==> src/rtl/lfsr_gen.sv <==
// Parametrised Fibonacci LFSR with XOR/XNOR feedback, multi-step advance, seed load, wrap/lockup flags.
// Optional LFSR_LOCKUP_RECOVERY_EN: enabled stepping out of the lockup state jumps back to SEED.
module lfsr_gen #(
  parameter int               WIDTH         = 8,
  parameter logic [WIDTH-1:0] TAPS          = WIDTH'(8'hB8),
  parameter bit               FEEDBACK_XNOR = 1'b0,
  parameter logic [WIDTH-1:0] SEED          = WIDTH'(1),
  parameter int               STEPS         = 1
) (
  input  logic             clk,
  input  logic             reset,
  input  logic             enable,
  input  logic             load,
  input  logic [WIDTH-1:0] load_value,
  output logic [WIDTH-1:0] out,
  output logic             wrap,
  output logic             lockup
);

  // XOR feedback is stuck at all-zeros, XNOR feedback at all-ones.
  localparam logic [WIDTH-1:0] LOCK_STATE = {WIDTH{FEEDBACK_XNOR}};

`ifdef LFSR_LOCKUP_RECOVERY_EN
  localparam bit RECOVER = 1'b1;
`else
  localparam bit RECOVER = 1'b0;
`endif

  function automatic logic [WIDTH-1:0] shift1(input logic [WIDTH-1:0] s);
    logic fb;
    fb = (^(s & TAPS)) ^ FEEDBACK_XNOR;
    return {s[WIDTH-2:0], fb};
  endfunction

  logic [WIDTH-1:0] step_val;
  logic [WIDTH-1:0] out_nxt;
  logic             wrap_nxt;

  // STEPS single shifts unrolled so any STEPS completes in one clock.
  always_comb begin
    step_val = out;
    for (int i = 0; i < STEPS; i++) begin
      step_val = shift1(step_val);
    end
  end

  always_comb begin
    out_nxt  = out;
    wrap_nxt = 1'b0;
    if (load) begin
      out_nxt = load_value;
    end else if (enable) begin
      if (RECOVER && (out == LOCK_STATE)) begin
        out_nxt = SEED;
      end else begin
        out_nxt  = step_val;
        wrap_nxt = (step_val == SEED);
      end
    end
  end

  always_ff @(posedge clk or negedge reset) begin
    if (!reset) begin
      out    <= SEED;
      wrap   <= 1'b0;
      lockup <= 1'b0;
    end else begin
      out    <= out_nxt;
      wrap   <= wrap_nxt;
      lockup <= (out_nxt == LOCK_STATE);
    end
  end

endmodule

==> config.mk <==
export PLATFORM = sky130hd
export DESIGN_NAME = lfsr_gen
export DESIGN_NICKNAME = d
export VERILOG_FILES = /design/src/rtl/lfsr_gen.sv
export SDC_FILE = /design/constraint.sdc
export NUM_CORES = 1
export LEC_CHECK = 0
export BUFFER_PORTS_ARGS = -buffer_cell sky130_fd_sc_hd__buf_2
export CORE_AREA = 2 2 39 41
export DETAILED_ROUTE_END_ITERATION = 8
export DIE_AREA = 0 0 41 43
export GPL_TIMING_DRIVEN = 0
export PLACE_DENSITY_LB_ADDON = 0.12
export SLEW_MARGIN = 5
export SYNTH_ARGS = -nofsm -noshare
export SYNTH_HDL_FRONTEND = slang
export SYNTH_SLANG_ARGS = --single-unit
==> constraint.sdc <==
create_clock -name clk -period 2.9 [get_ports clk]
set_input_delay 0.435 -clock clk [delete_from_list [all_inputs] [get_ports clk]]
set_output_delay 0.435 -clock clk [all_outputs]
set_load 0.05 [all_outputs]
==> results.sh <==
export IMPL_outcome="finished clean"
export IMPL_drc_errors=0
export IMPL_fin_skew_ps=6.35
export IMPL_synth_seq_cells=10
export IMPL_slew_headroom_pct=82.9
export IMPL_placed_area_sq_um=628
export IMPL_std_cell_rows=14
export IMPL_crit_chain="buf_2"
export IMPL_port_buffers=19
export IMPL_timing_rr_start="out[5]"
export IMPL_avgSynthCellArea_sq_um=10.9
export IMPL_num_io_pins=22
export IMPL_numClockSinks=10
export IMPL_synth_top_area_cell="dfrtp_1"
export IMPL_grt_overflow=0
export IMPL_die_h_um=43
export IMPL_setup_ws_ps=1390
export IMPL_area_delta_synth_final_pct=27.6
export IMPL_grt_first_pass_wirelength_um=1580
export IMPL_grtUsageTotal_pct=13.9
export IMPL_crit_fanout=4
export IMPL_r2r_slack_ps=1440
export IMPL_nFillCells=149
export IMPL_place_congestion=0.642
export IMPL_drive_gt1_share_pct=38.6
export IMPL_hold_class="primary input to asynchronous set/reset pin"
export IMPL_vias=414
export IMPL_seq_area_frac_synth_pct=49.0
export IMPL_place_ws_ps=1230
export IMPL_rsz0062_at_grt="false"
export IMPL_syn_area_sq_um=513
export IMPL_layout_nets=83
export IMPL_grt_max_degree=11
export IMPL_synth_top_cell_area_share_pct=43.9
export IMPL_hold_viol=0
export IMPL_syn_inst=47
export IMPL_clockBufferDepth=2
export IMPL_maxCapViolCount=0
export IMPL_crit_cells=1
export IMPL_reg2reg_to="lockup"
export IMPL_worstSetupPathType="register to output port"
export IMPL_viasPerCell=4.81
export IMPL_clk_latency_ps=260
export IMPL_multiInputGateArea_sq_um=230
export IMPL_cts_tree="yes"
export IMPL_numCtsBuffers=3
export IMPL_routed_wl_um=1030
export IMPL_chipWidth_um=41
export IMPL_yosys_warnings=0
export IMPL_fin_crit_sh_pct=52.2
export IMPL_timing_fmax_ghz=0.661
export IMPL_worst_ep_arrival_time_ps=1080
export IMPL_cts_max_level=1
export IMPL_dieArea_sq_mm=0.00176
export IMPL_synth_nets=59
export IMPL_postCtsSetupRepairBufs=0
export IMPL_critPathLaunchType="register"
export IMPL_start_util_pct=37.1
export IMPL_worst_pin_slew_ps=253
export IMPL_reg2reg_depth=4
export IMPL_setup_violations=0
export IMPL_slew_violations=0
export IMPL_cts_root_buffer="clkbuf_4"
export IMPL_crit_path_end_kind="output port"
export IMPL_clk_pin_slew_ps=70
export IMPL_cp_buffers_inverters=1
export IMPL_firstDrtPassIters=2
export IMPL_final_cell_mix="buf_2, dfrtp_1, mux2i_1, nand2_1"
export IMPL_wl_per_cell_um=11.9
export IMPL_cts_hold_buf=0
export IMPL_critPathTopFamily="flip-flops"
export IMPL_core_area_sq_mm=0.00138
export IMPL_tns_ps=0
export IMPL_synth_distinct_cells=20
export IMPL_drtIter0Drc=2
export IMPL_stdcell_area_sq_um=654
export IMPL_antenna_found_initial=0
export IMPL_cts_resized=0
export IMPL_peakVddDrop_mv=0.244
export IMPL_fin_util_pct=47.3
export IMPL_seqCellArea_sq_um=251
export IMPL_cp_startpoint="out[0]"
export IMPL_cp_required_ps=2470
export IMPL_grt_pass1_vias=371
export IMPL_mostFrequentLayoutCell="buf_2"
export IMPL_critPathMaxStageDelay_ps=560
export IMPL_antenna_left=0
export IMPL_powerDensity_mw_per_mm2=590
export IMPL_endpoint="out[0]"
export IMPL_crit_path_top_delay_cell="dfstp_2"
export IMPL_synthTopCellsByArea="dfrtp_1, mux2i_1, dfstp_2"
export IMPL_period_minus_slack_ps=1510
export IMPL_leakage_uw=0.000335
export IMPL_hold_slack_ps=20.2
export IMPL_antenna_cells=0
worst min path at each step:
stage	to	cells past startpoint
6_report	wrap	1
5_1_grt	wrap	1
4_1_cts	out[5]	1
3_5_place_dp	out[5]	1
3_3_place_gp	out[5]	1
2_1_floorplan	lockup	0
sequential cells by signal (all words and copies together) (netlist names):
signal	flops
out	8
lockup	1
wrap	1
stage by stage:
stage               total power [uW]  std cells
floorplan                        258         47
global placement                 290         82
detailed placement               291         82
CTS                              393         86
global route                     408         86
finish                           386         86
Yosys cell counts:
cell / instances
or4_1: 1
mux2i_1: 7
o21ai_0: 4
o21ai_1: 4
and4b_1: 1
buf_2: 1
a22oi_1: 1
nor4_1: 1
xor2_1: 2
nor3_2: 1
xnor2_1: 1
or3_1: 1
buf_8: 1
nand2_1: 7
nor2_1: 1
buf_6: 1
dfrtp_1: 9
dfstp_2: 1
or2b_1: 1
nor4b_1: 1
cell type report:
class | count | share of cell area [%]
plain buffers | 3 | 4.78
clock buffers | 4 | 4.02
multi-input cells | 34 | 35.2
flip-flops and latches | 10 | 38.4
well taps | 16 | 3.06
repair buffers | 19 | 14.5
metal layers:
layer,share of wire [%],vias to the layer above,global-route usage [%]
met5,0,-,0
met4,1.1,0,10.0
met3,6.2,2,3.14
met2,48,13,19.7
met1,45,187,17.6
li1,-,212,-
power breakdown:
group,switching (uW),internal [uW]
Combinational,79.9,37.4
Clock,46.2,53.1
Sequential,15.2,154
Total,141,245
cells by family after synthesis:
group	count (synthesis)	synth area share, %
simple gates	15	16.8
xor+xnor	3	5.12
buf+inv	3	6.10
compound gates	9	9.27
mux	7	13.7
flops	10	49.0
Note: power is estimated with default switching activity, not from simulation.
